<file path="config.mk">
export PLATFORM = sky130hd
export DESIGN_NAME = sdp_rd_stream
export DESIGN_NICKNAME = d
export VERILOG_FILES = /design/src/rtl/sdp_rd_stream.sv
export SDC_FILE = /design/constraint.sdc
export NUM_CORES = 1
export LEC_CHECK = 0
export CAP_MARGIN = 40
export CORE_AREA = 3 3 156 158
export CTS_CLUSTER_DIAMETER = 120
export DETAILED_ROUTE_END_ITERATION = 6
export DIE_AREA = 0 0 159 161
export GPL_ROUTABILITY_DRIVEN = 0
export PLACE_DENSITY = 0.56
export SKIP_LAST_GASP = 1
export SYNTH_ARGS = -nofsm -noshare
export SYNTH_HDL_FRONTEND = slang
export SYNTH_SLANG_ARGS = --single-unit
</file>
<file path="constraint.sdc">
create_clock -name clk -period 1.6 [get_ports clk]
set_clock_uncertainty 0.05 [all_clocks]
set_input_delay 0.16 -clock clk [delete_from_list [all_inputs] [get_ports clk]]
set_output_delay 0.16 -clock clk [all_outputs]
set_load 0.02 [all_outputs]
</file>
<file path="src/rtl/sdp_rd_stream.sv">
// sdp_rd_stream: turns a (base_addr, len) request into a burst of reads from a
// simple dual-port RAM (always enabled, 1-cycle latency) and presents the words
// as a valid/ready stream through a 2-entry output buffer.
module sdp_rd_stream #(
   parameter int MEM_ADDR_WIDTH = 9,
   parameter int MEM_WORD_WIDTH = 64
) (
   input  logic                      clk,
   input  logic                      rst,
   input  logic                      start,
   input  logic [MEM_ADDR_WIDTH-1:0] base_addr,
   input  logic [MEM_ADDR_WIDTH:0]   len,
   output logic [MEM_ADDR_WIDTH-1:0] rd_addr,
   input  logic [MEM_WORD_WIDTH-1:0] rd_data_in,
   output logic [MEM_WORD_WIDTH-1:0] m_data,
   output logic                      m_valid,
   output logic                      m_last,
   input  logic                      m_ready,
   output logic                      busy,
   output logic                      done
);

   typedef enum logic [1:0] {IDLE, RUN, DRAIN} state_t;

   localparam logic [MEM_ADDR_WIDTH:0] LEN_ONE = 1;

   state_t                    state;
   logic [MEM_ADDR_WIDTH:0]   remaining;
   logic                      inflight;
   logic                      inflight_last;
   logic [MEM_WORD_WIDTH-1:0] buf1_data;
   logic                      buf1_last;
   logic                      buf1_valid;

   logic                      pop;
   logic                      issue;
   logic [1:0]                pending;

   // Issue decision: buffer head (m_valid) + second entry + word in flight must
   // leave room, unless the head leaves this same cycle.
   always_comb begin
      pop     = m_valid && m_ready;
      pending = 2'(m_valid) + 2'(buf1_valid) + 2'(inflight);
      issue   = (state == RUN) && (remaining != '0) && ((pending < 2'd2) || pop);
   end

   // Control FSM, read address generation and the 2-entry output buffer.
   // The buffer head is the m_data/m_valid/m_last register itself; the second
   // entry only fills when the head is occupied and not leaving.
   always_ff @(posedge clk) begin
      if (rst) begin
         state         <= IDLE;
         remaining     <= '0;
         rd_addr       <= '0;
         inflight      <= 1'b0;
         inflight_last <= 1'b0;
         m_data        <= '0;
         m_valid       <= 1'b0;
         m_last        <= 1'b0;
         buf1_data     <= '0;
         buf1_last     <= 1'b0;
         buf1_valid    <= 1'b0;
         busy          <= 1'b0;
         done          <= 1'b0;
      end else begin
         done          <= 1'b0;
         inflight      <= issue;
         inflight_last <= issue && (remaining == LEN_ONE);

         // rd_addr already holds the word being read; advance except after the
         // final issue so the address rests on the last word read
         if (issue) begin
            remaining <= remaining - 1'b1;
            if (remaining != LEN_ONE)
               rd_addr <= rd_addr + 1'b1;
         end

         if (pop) begin
            if (buf1_valid) begin
               m_data  <= buf1_data;
               m_last  <= buf1_last;
               m_valid <= 1'b1;
               if (inflight) begin
                  buf1_data <= rd_data_in;
                  buf1_last <= inflight_last;
               end else begin
                  buf1_valid <= 1'b0;
               end
            end else if (inflight) begin
               m_data <= rd_data_in;
               m_last <= inflight_last;
            end else begin
               m_valid <= 1'b0;
               m_last  <= 1'b0;
            end
         end else if (inflight) begin
            if (!m_valid) begin
               m_data  <= rd_data_in;
               m_last  <= inflight_last;
               m_valid <= 1'b1;
            end else begin
               buf1_data  <= rd_data_in;
               buf1_last  <= inflight_last;
               buf1_valid <= 1'b1;
            end
         end

         case (state)
            IDLE: begin
               if (busy) begin
                  // done cycle of the previous burst: busy still high, start ignored
                  if (done)
                     busy <= 1'b0;
               end else if (start) begin
                  if (len != '0) begin
                     state     <= RUN;
                     busy      <= 1'b1;
                     rd_addr   <= base_addr;
                     remaining <= len;
                  end else begin
                     done <= 1'b1;
                  end
               end
            end
            RUN: begin
               if (issue && (remaining == LEN_ONE))
                  state <= DRAIN;
            end
            DRAIN: begin
               if (pop && m_last) begin
                  state <= IDLE;
                  done  <= 1'b1;
               end
            end
            default: state <= IDLE;
         endcase
      end
   end

endmodule

</file>
==> out/qor.yml, run 1 <==
min-delay-start: "rst"
synth_compound_area_share_pct: 16.5
highest_layer: "met5"
path_clk_slew_ns: 0.06
wl_met2_um: 9230
numCtsBuffers: 17
maxCapViolations: 0
fin_crit_ns: 1.72
cts_tree: "done"
start_util_pct: 28.6
grt_pass1_vias: 5625
min_path_type: "in2reg"
die_width_um: 159
startpoint: "m_valid"
ys.flop_type: "dfxtp_1"
drt-pass1-iter-count: 4
p_leak_uw: 0.00487
fin_area_um2: 10800
synth_top_area_cell: "dfxtp_1"
htreeDepth: 4
vias_per_cell: 4.60
port_buffers: 163
worst-path-max-fanout: 4
yosys_register_bits: 157
start_kind: "flop"
synth_fa_ha_area_share_pct: 0.942
rsz0062_at_grt: "yes"
final_cell_mix: "dfxtp_1, nand2_1, nor2_1, clkdlybuf4s50_1, a21oi_1"
relSlewSlack_pct: 70.6
cts_buffer_depth: 2
finalPower_uw: 11200
final_common_cell: "dfxtp_1"
yosysSeqAreaShare_pct: 47.3
hold_ws_ns: 0.0476
synthesis.area_um2: 6640
hold_viol: 0
met1_length_um: 10200
setup_viol: 40
synth_enable_flop_cells: 0
nNetsFinal: 1074
synth_area_per_cell_um2: 8.79
yosys.area_share.simple_pct: 18.7
pin_count: 164
powerDensity_nw_per_um2: 1040
synthMuxAreaShare_pct: 9.79
finalCritPeriodShare_pct: 108
arrival_ns: 2.00
grt_usage_pct: 14.2
route.detailed.wl_per_inst_um: 15.5
synth_top_family_by_area: "simple AND/OR/NAND/NOR gates"
drt.antenna.violating_nets: 0
r2r-start: "m_valid"
detailed_place_hpwl_um: 12200
routed-via-count: 6047
netlist-cell-type-count: 45
ctsHoldBuffers: 0
drt_iter0_drc: 273
crit_type: "reg2reg"
cts_sinks: 157
core_um2: 23300
outcome: "complete, but fails checks"
met3_length_um: 784
die_h_um: 161
synth_nets: 848
place_ws_ns: -0.289
grt_max_degree: 85
dieArea_um2: 25600
area_delta_synth_final_pct: 61.9
synth-async-reset-ratio_pct: 0
worst_pin_slew_ns: 0.441
endpoint_kind: "flop"
antenna_found_initial: 1
synthXorXnorAreaFrac_pct: 2.24
ir_drop_mv: 0.609
ys_warn_count: 0
synth_top_area_share_pct: 47.3
grt_first_pass_wirelength_um: 29800
timing.final.ws_setup_ns: -0.122
diodes: 0
violations: "negative setup slack"
drc: 0
clk_latency_ns: 0.41
yosys-top-cells-area: "dfxtp_1, mux2i_1, a211oi_1"
place_area_um2: 9190
root_buffer: "clkbuf_16"
netlist_instances: 756
timing.fmax_ghz: 0.581
drive_gt1_share_pct: 20.0
timing.final.max_slew_violations: 0
rows: 56
grt-ovfl-total: 0
routed_wl_um: 20400
required_ns: 1.88
power breakdown:
part | switching (uW) | internal, uW
Combinational | 1210 | 1320
Clock | 1770 | 2540
Sequential | 178 | 4150
Total | 3160 | 8010
registers in the layout, summed over array words and instances, names as in the netlist:
register       flops
done               1
remaining         10
m_data            64
buf1_data         64
buf1_last          1
m_valid            1
rd_addr            9
inflight_last      1
buf1_valid         1
state              2
m_last             1
inflight           1
busy               1
Yosys cell counts (all sizes together) (2+ instances only):
library cell	number
or3	2
nor4b	2
nand4b	2
o21ai	2
a22o	2
a21oi	78
a211oi	80
xnor2	12
dfxtp	157
nor3	4
nand3	11
nand3b	2
nor4	8
inv	3
buf	28
nand4	3
nand2	140
mux2i	65
xor2	5
nand2b	3
and3	3
nor3b	4
clkbuf	31
ha	5
nor2	95
layer usage:
| layer | up-vias | global-route usage [%] |
|---|---|---|
| met3 | 16 | 3.62 |
| met1 | 2823 | 19.5 |
| met4 | 2 | 4.06 |
| li1 | 3082 | - |
| met5 | - | 0 |
| met2 | 124 | 22.2 |
worst max-delay path, stage by stage (launching register included):
cell and delay [ns]:
dfxtp_4 0.36, ha_4 0.24, a21oi_4 0.21, o2111ai_2 0.16, buf_6 0.17, nor4_4 0.13
xnor2_1 0.10, a211oi_1 0.22
metrics by stage:
| step | utilization [%] | std cells | TNS, ns |
|---|---|---|---|
| 6_report | 46.2 | 1314 | -1.79 |
| 5_1_grt | 46.2 | 1314 | -8.70 |
| 4_1_cts | 42.5 | 1287 | -2.88 |
| 3_5_place_dp | 39.5 | 1249 | -27.12 |
| 3_3_place_gp | 39.5 | 1249 | -24.94 |
| 2_1_floorplan | - | 756 | -0.0397 |
layout make-up:
class | instances | area (um^2)
Timing Repair Buffer | 266 | 3050
Sequential cell | 157 | 3150
Clock inverter | 14 | 180
Clock buffer | 18 | 439
Inverter | 3 | 11.3
Multi-Input combinational cell | 537 | 3520
Tap cell | 319 | 399
Fill cell | 2264 | 12500
logic make-up after synthesis:
| kind of cell | count (synthesis) |
|---|---|
| AO/OA/AOI/OAI | 168 |
| XOR/XNOR | 17 |
| adder cells (fa/ha/maj) | 5 |
| buffers and inverters | 62 |
| flip-flops | 157 |
| multiplexers | 65 |
| AND/OR/NAND/NOR | 282 |
final timing paths:
check | endpoint | slack, ns | depth (start not counted)
setup / recovery | remaining[7] | -0.12 | 7
hold / removal | state[1] | 0.05 | 2
setup reg to reg | remaining[7] | -0.12 | 7
hold reg to reg | buf1_data[35] | 0.40 | 2
timing repair:
item | 4_1_cts | 5_1_grt
pin swaps | 11 | 50
gates resized for setup | 56 | 94
endpoints found under the setup margin | 68 | 115
buffers inserted | 5 | 11
cloned | 1 | 17
(Power assumes the default switching activity.)
==> run 2, diff against run 1 <==
CORE_AREA = 3 3 126 128   (was 3 3 156 158)
DIE_AREA = 0 0 129 131   (was 0 0 159 161)
PLACE_DENSITY = 0.79   (was 0.56)
==> run 2 against run 1 <==
The run still ends with negative setup slack left. First-iteration DRC count rose by 26%. Register-to-register slack got worse by 0.02 ns. Sequential power barely moved. Sequential share of layout area grew 0.70 points. Routed wire length increased by 0.31%. Non-clock buffer count is 9 lower. Sequential cell count did not move. Total power decreased by 0.15%. Setup slack lost 0.016 ns. Critical endpoint is now remaining[5]. Largest cell class unchanged.
==> out/qor.yml, run 2 (synthesis gave the netlist of run 1 again) <==
arrival_ns: 1.97  # -0.03 ns
setup_viol: 23  # -43%
diodes: 0  # unchanged
grt_max_degree: 42  # -51%
detailed_place_hpwl_um: 11100  # -9.4%
p_leak_uw: 0.00474  # -2.6%
fin_crit_ns: 1.74  # +0.0163 ns
worst-path-max-fanout: 5  # +1
grt_pass1_vias: 5769  # +2.6%
violations: "negative setup slack"
port_buffers: 163  # unchanged
finalCritPeriodShare_pct: 109  # +1.0 points
cts_buffer_depth: 2  # unchanged
drt_iter0_drc: 345  # +26%
dieArea_um2: 16900  # -34%
path_clk_slew_ns: 0.06  # about the same
start_kind: "flop"
endpoint_kind: "flop"
rows: 45  # -20%
place_area_um2: 8890  # -3.3%
root_buffer: "clkbuf_16"
pin_count: 164  # unchanged
min_path_type: "in2reg"
timing.final.ws_setup_ns: -0.139  # -0.0163 ns
finalPower_uw: 11200  # -0.15%
area_delta_synth_final_pct: 58.5
relSlewSlack_pct: 65.2  # -5.4 points
core_um2: 15000  # -36%
drt.antenna.violating_nets: 0  # unchanged
crit_type: "reg2reg"
maxCapViolations: 0  # unchanged
drc: 0  # unchanged
routed_wl_um: 20500  # +0.31%
required_ns: 1.83  # -0.05 ns
numCtsBuffers: 17  # unchanged
cts_tree: "done"
max_stage_delay_ns: 0.35  # about the same
routed-via-count: 6300  # +4.2%
grt_usage_pct: 21.3  # +7.1 points
fin_area_um2: 10500  # -2.1%
clk_latency_ns: 0.42  # about the same
grt-ovfl-total: 0  # unchanged
final_common_cell: "dfxtp_1"
drive_gt1_share_pct: 21.5  # +1.5 points
postLayoutCoreUtil_pct: 70.3  # +24 points
hold_viol: 0  # unchanged
start_util_pct: 44.4  # +16 points
reg.largest.list: "buf1_data x64, m_data x64, remaining x10"
cts_sinks: 157  # unchanged
route.detailed.wl_per_inst_um: 17.4  # +12%
final_cell_mix: "dfxtp_1, nand2_1, clkdlybuf4s50_1, nor2_1, a21oi_1"
antenna_found_initial: 1  # unchanged
htreeDepth: 4  # unchanged
vias_per_cell: 5.37  # +17%
die_width_um: 129  # -19%
fin_setup_tns_ns: -1.41  # +0.377 ns
nNetsFinal: 1065  # -0.84%
timing.fmax_ghz: 0.575  # -0.94%
die_h_um: 131  # -19%
drt-pass1-iter-count: 5  # +1
powerDensity_nw_per_um2: 1060  # +2.0%
worst_pin_slew_ns: 0.522  # +0.0809 ns
grt_first_pass_wirelength_um: 28800  # -3.4%
path_cells: "nor4_4 > buf_4 > and3_4 > nor2_1 > xnor2_1 > a211oi_2"
hold_ws_ns: 0.152  # +0.105 ns
ir_drop_mv: 0.770  # +27%
critPathSlowestCell: "dfxtp_2"
timing.final.max_slew_violations: 0  # unchanged
outcome: "complete, but fails checks"
rsz0062_at_grt: "yes"
-- run 2: final cells by class --
type | count | area [um^2]
inverters | 3 | 11.3
flip-flops and latches | 157 | 3160
fillers | 1033 | 4450
repair buffers | 257 | 2890
clock buffers | 20 | 468
clock inverters | 12 | 159
well taps | 188 | 235
multi-input cells | 537 | 3610
-- run 2: per-layer routing --
layer	global-route usage [%]	share of wire, %	vias up
met1	26.5	42	2974
li1	-	-	3072
met5	0	0.073	-
met2	36.5	50	214
met3	5.28	6.1	38
met4	6.61	1.8	2
-- run 2: final timing paths --
kind | start | end | slack, ns | depth (start not counted)
setup / recovery | remaining[3] | remaining[5] | -0.14 | 6
hold / removal | rst | m_valid | 0.15 | 2
setup reg to reg | remaining[3] | remaining[5] | -0.14 | 6
hold reg to reg | buf1_data[19] | buf1_data[19] | 0.40 | 2
-- run 2: repair_timing --
item                       4_1_cts  5_1_grt
hold buffers                     0        0
setup endpoints to repair      121      135
buffers inserted                12       11
pin swaps                       27       19
gates cloned                     6       10
gates resized for setup         71       99
-- run 2: report_power, final --
part | internal, uW | switching [uW]
sequential | 4160 | 178
combinational | 1300 | 1260
clock | 2600 | 1660
total | 8060 | 3100
-- run 2: critical path, delay by kind of cell, from the launching register on --
family / cells / cell delay [ns]
xor+xnor: 1 / 0.23
buf+inv: 1 / 0.20
simple gates: 3 / 0.66
compound gates: 1 / 0.10
flops: 1 / 0.35
-- run 2: metrics by stage --
| step | setup WS, ns | std cells |
|---|---|---|
| 6_report | -0.139 | 1174 |
| 5_1_grt | -0.233 | 1174 |
| 4_1_cts | -0.138 | 1154 |
| 3_5_place_dp | -0.381 | 1104 |
| 3_3_place_gp | -0.300 | 1104 |
| 2_1_floorplan | -0.0299 | 756 |
